--- src/rtl/truth_table_sweeper.sv ---
// Walks a combinational block through every input vector, streams each sampled row
// over valid/ready, and flags whether the assembled truth table matches expect_tt.
module truth_table_sweeper #(
  parameter int unsigned N_IN   = 4,
  parameter int unsigned N_OUT  = 2,
  parameter int unsigned SETTLE = 1
) (
  input  logic                         clk,
  input  logic                         rst_n,
  input  logic                         start,
  output logic [N_IN-1:0]              dut_x,
  input  logic [N_OUT-1:0]             dut_y,
  output logic                         row_valid,
  input  logic                         row_ready,
  output logic [N_IN-1:0]              row_idx,
  output logic [N_OUT-1:0]             row_y,
  input  logic [N_OUT*(2**N_IN)-1:0]   expect_tt,
  output logic [N_OUT*(2**N_IN)-1:0]   tt,
  output logic                         busy,
  output logic                         done,
  output logic                         mismatch
);

  localparam int unsigned ROWS = 2**N_IN;
  localparam int unsigned TW   = N_OUT*ROWS;
  localparam int unsigned CW   = (SETTLE > 1) ? $clog2(SETTLE+1) : 1;
  localparam logic [CW-1:0]   CNT_INIT = CW'(SETTLE);
  localparam logic [N_IN-1:0] LAST_IDX = '1;

  typedef enum logic [1:0] {S_IDLE, S_SETTLE, S_CAPTURE, S_DONE} state_e;

  state_e            state_q, state_d;
  logic [N_IN-1:0]   idx_q, idx_d;
  logic [CW-1:0]     cnt_q, cnt_d;
  logic [TW-1:0]     tt_q, tt_d;
  logic              mm_q, mm_d;
  logic              mm_now;

  // A row that needs no settle time is presented straight away.
  localparam state_e ROW_ENTRY = (SETTLE == 0) ? S_CAPTURE : S_SETTLE;

  assign mm_now = (tt_q != expect_tt);

  always_ff @(posedge clk or negedge rst_n) begin
    if (!rst_n) begin
      state_q <= S_IDLE;
      idx_q   <= '0;
      cnt_q   <= '0;
      tt_q    <= '0;
      mm_q    <= 1'b0;
    end else begin
      state_q <= state_d;
      idx_q   <= idx_d;
      cnt_q   <= cnt_d;
      tt_q    <= tt_d;
      mm_q    <= mm_d;
    end
  end

  always_comb begin
    state_d = state_q;
    idx_d   = idx_q;
    cnt_d   = cnt_q;
    tt_d    = tt_q;
    mm_d    = mm_q;
    case (state_q)
      S_IDLE: begin
        if (start) begin
          tt_d    = '0;
          idx_d   = '0;
          cnt_d   = CNT_INIT;
          state_d = ROW_ENTRY;
        end
      end
      S_SETTLE: begin
        cnt_d = cnt_q - 1'b1;
        if (cnt_q == CW'(1)) state_d = S_CAPTURE;
      end
      S_CAPTURE: begin
        if (row_ready) begin
          tt_d[idx_q*N_OUT +: N_OUT] = dut_y;
          if (idx_q == LAST_IDX) begin
            state_d = S_DONE;
          end else begin
            idx_d   = idx_q + 1'b1;
            cnt_d   = CNT_INIT;
            state_d = ROW_ENTRY;
          end
        end
      end
      S_DONE: begin
        mm_d    = mm_now;
        state_d = S_IDLE;
      end
      default: state_d = S_IDLE;
    endcase
  end

  assign dut_x     = idx_q;
  assign row_idx   = idx_q;
  assign row_y     = dut_y;
  assign row_valid = (state_q == S_CAPTURE);
  assign busy      = (state_q == S_SETTLE) || (state_q == S_CAPTURE);
  assign done      = (state_q == S_DONE);
  assign tt        = tt_q;
  // The verdict is already visible during the done pulse, then held.
  assign mismatch  = (state_q == S_DONE) ? mm_now : mm_q;

endmodule
--- config.mk ---
export PLATFORM = sky130hd
export DESIGN_NAME = truth_table_sweeper
export DESIGN_NICKNAME = d
export VERILOG_FILES = /design/src/rtl/truth_table_sweeper.sv
export SDC_FILE = /design/constraint.sdc
export NUM_CORES = 1
export LEC_CHECK = 0
export CELL_PAD_IN_SITES_DETAIL_PLACEMENT = 0
export CELL_PAD_IN_SITES_GLOBAL_PLACEMENT = 2
export CORE_MARGIN = 3
export CORE_UTILIZATION = 27
export CTS_CLUSTER_DIAMETER = 150
export DETAILED_ROUTE_END_ITERATION = 10
export GPL_TIMING_DRIVEN = 0
export PLACE_DENSITY_LB_ADDON = 0.1
export SKIP_LAST_GASP = 1
export SLEW_MARGIN = 10
export SYNTH_ARGS = -nofsm -noshare
export SYNTH_HDL_FRONTEND = slang
export SYNTH_SLANG_ARGS = --single-unit
--- constraint.sdc ---
create_clock -name clk -period 2.8 [get_ports clk]
set_input_delay 0.56 -clock clk [delete_from_list [all_inputs] [get_ports clk]]
set_output_delay 0.56 -clock clk [all_outputs]
set_load 0.05 [all_outputs]
==> run_results.csv <==
group,metric,value,unit
pwr,pwr-share-seq,24.5,%
floorplan,fp.dieArea,0.0106,mm2
yosys,ys.flop_type,"dfrtp_1",
sta,relSlewSlack,61.3,%
grt,grt_use_met3,3.45,%
route,avgViaCountPerCell,4.97,
sta,rsz0062_at_grt,"no",
grt,overflow,0,
layout,layout.cells.non_filler,465,
grt,grt-busiest-layer,"met1",
cts,clockBufferDepth,2,
worst_setup_path,r2r_cells,7,
yosys,syn_inst,265,
sta,min_period,2.72,ns
floorplan,num_rows,34,
pwr,p_total,2.88,mW
run,drv_cap,0,
cts,cts_hold_buf,0,
layout,multi_input_area,0.00148,mm2
yosys,postSynthAreaPerCell,9.62,um2
worst_setup_path,endpoint_kind,"output port",
pwr,internal-power,1.48,mW
grt,grtUsageMet1,23.9,%
yosys,synth_cell_types,45,
yosys,syn_nets,310,
layout,nets,401,
yosys,async_flop_share,100,%
worst_setup_path,crit_fanout,2,
layout,drive_gt1_share,10.6,%
route,drc,0,
yosys,synth_area_leaders,"dfrtp_1 (39%), a21o_1 (9.1%), xnor2_1 (6.2%), xor2_1 (5.5%), nor3_1 (4.3%)",
yosys,synth_top_cell_by_area,"dfrtp_1",
route,dr.pass1.iters,4,
worst_setup_path,r2r-start,"dut_x[0]",
placed_design,gp_congestion,0.793,
worst_setup_path,required,2.24,ns
sta,setup_ws,0.0782,ns
yosys,synth.yosys.seq_area_share,39.3,%
sta,fmax,367,MHz
pwr,vdd_drop_max,0.311,mV
sta,fin_crit_sh,97.2,%
layout,final-seq-area,0.00100,mm2
run_status,status,"completed",
grt,track_usage,15.6,%
cts,clock_sinks,40,
grt,grt_pass1_vias,2216,
floorplan,core-area,0.00893,mm2
pwr,leakagePower,1.67,nW
worst_setup_path,critPathArrivalTime,2.16,ns
placed_design,dp.cells,457,
layout,diodes,0,
sta,maxSlewViolCount,0,
pwr,pwr-share-comb,59.0,%
worst_setup_path,start_kind,"primary input",
sta,hold_viol,0,
yosys,syn_area,0.00255,mm2
pwr,p_per_area,780,mW/mm2
worst_setup_path,path_class,"in -> out",
layout,layout_commonest_cell,"clkdlybuf4s50_1",
worst_setup_path,reg2reg_slack,0.23,ns
pwr,p_switching,1.39,mW
layout,area_delta_synth_final,44.8,%
layout,layout_common_cells,"clkdlybuf4s50_1 (76), dfrtp_1 (40), a21o_1 (31)",
floorplan,start_util,28.5,%
pwr,clkPwrFrac,16.5,%
floorplan,die_x,103,um
cts,cts_tree,"built",
pwr,switching_share,48.4,%
layout,final_util,41.3,%
route,routed_wl,8.07,mm
route,drt_iter0_markers,106,
cts,clk_pin_slew,0.08,ns
placed_design,hpwl,6.40,mm
layout,fill_cells,905,
cts,clk_latency,0.30,ns
placed_design,detailedPlace.worstSlack,-0.725,ns
route,num_vias,2309,
worst_hold_path,holdCritPathClass,"in -> async",
grt,grt_start_max_net_pins,32,
sta,setup_viol_count_final,0,
yosys,yosys_warnings,0,
cts,htree_levels,2,
worst_setup_path,reg2reg_to,"tt[30]",
floorplan,fp.dieH,103,um
yosys,ys_ff_latch,40,
grt,antenna_found_initial,0,
yosys,yosysTopAreaCellShare,39.3,%
cts,cts_inserted_buffers,5,
route,final_antenna_net_count,0,
grt,grtUsageMet2,22.3,%
floorplan,ios,84,
route,wl_per_cell,17.3,um
sta,worst_slew_pin_slew,0.581,ns
sta,clock_skew,0.00619,ns
placed_design,port_buffers,83,
cts,cts_root_buf,"clkbuf_8",
yosys,synth_edf_count,0,
grt,grt_pass1_wl,12.4,mm
## synth_stat cells (2+ instances only)
library cell and number:
a2111oi_4 2, o31ai_1 2, nor3_1 22, nor4_1 5, o2bb2ai_1 5, inv_1 7, ha_1 7, a21o_1 31
buf_4 7, xor2_1 16, dfrtp_1 40, clkbuf_1 2, nand2_1 24, o311ai_1 2, nand3_1 9, nand4_1 7
or3_1 3, nor2_1 10, or2_1 2, mux2i_1 2, o21ai_0 3, nand2b_1 2, a22o_1 6, xnor2_1 18
buf_2 4, a21oi_1 8
## state kept, by name, summed over array words and instances, names as in the netlist
name and count:
state_q 2, cnt_q 1, mm_q 1, dut_x 4, tt 32
## power by group through the flow
| stage | clock (mW) | sequential (mW) | combinational (mW) |
|---|---|---|---|
| detailed placement | 0 | 0.719 | 1.69 |
| global route | 0.514 | 0.719 | 1.84 |
| CTS | 0.495 | 0.708 | 1.70 |
| floorplan | 0 | 0.810 | 1.10 |
| global placement | 0 | 0.718 | 1.69 |
| finish | 0.475 | 0.706 | 1.70 |
## worst max path at each step
stage | start | to | slack [ns] | cells after the start
5_1_grt | expect_tt[1] | mismatch | 0.03 | 7
3_3_place_gp | expect_tt[2] | mismatch | -0.75 | 7
2_1_floorplan | dut_x[0] | tt[19] | 0.30 | 7
3_5_place_dp | expect_tt[14] | mismatch | -0.73 | 7
4_1_cts | expect_tt[15] | mismatch | 0.005 | 7
6_report | expect_tt[1] | mismatch | 0.08 | 7
## worst max-delay path, stage by stage
cell and delay (ns):
clkdlybuf4s50_1 0.47, xnor2_1 0.13, nand4_1 0.18, nor4_4 0.33, nand4_1 0.11, o22a_1 0.21
buf_6 0.16
## area by class of cell
type	count	share of cell area (%)
Clock inverter	2	0.949
Sequential cell	40	27.1
Tap cell	108	3.66
Timing Repair Buffer	84	23.2
Buffer	14	2.27
Multi-Input combinational cell	203	40.0
Inverter	8	0.814
Clock buffer	6	1.97
## metal layers
metal	vias up	share of wire (%)
met5	-	0
met4	0	0.86
met3	4	5.9
met2	74	42
met1	1096	51
li1	1135	-
## what timing repair did
action | in CTS | in global routing
endpoints found under the setup margin | 1 | 1
setup buffers | 0 | 0
pin swaps | 8 | 7
resized for setup | 12 | 6
## stage by stage
step	TNS [ns]	area, um2	hold WS, ns
CTS	0	3670	0.131
floorplan	0	2550	0.264
global route	0	3690	0.133
finish	0	3690	0.129
detailed placement	-0.725	3530	0.458
global placement	-0.750	3510	0.489
## logic make-up (layout without fill, tap and decap cells)
family | count (synthesis) | count (layout) | share of synthesized area [%]
DFF | 40 | 40 | 39.3
adders and majority gates | 7 | 7 | 3.44
muxes | 3 | 3 | 1.23
xor gates and xnor gates | 34 | 34 | 11.7
buffers and inverters | 22 | 114 | 4.47
AOI/OAI and AO/OA | 64 | 64 | 20.0
and+or+nand+nor | 95 | 95 | 19.9
Power figures use the tool's default switching activity.
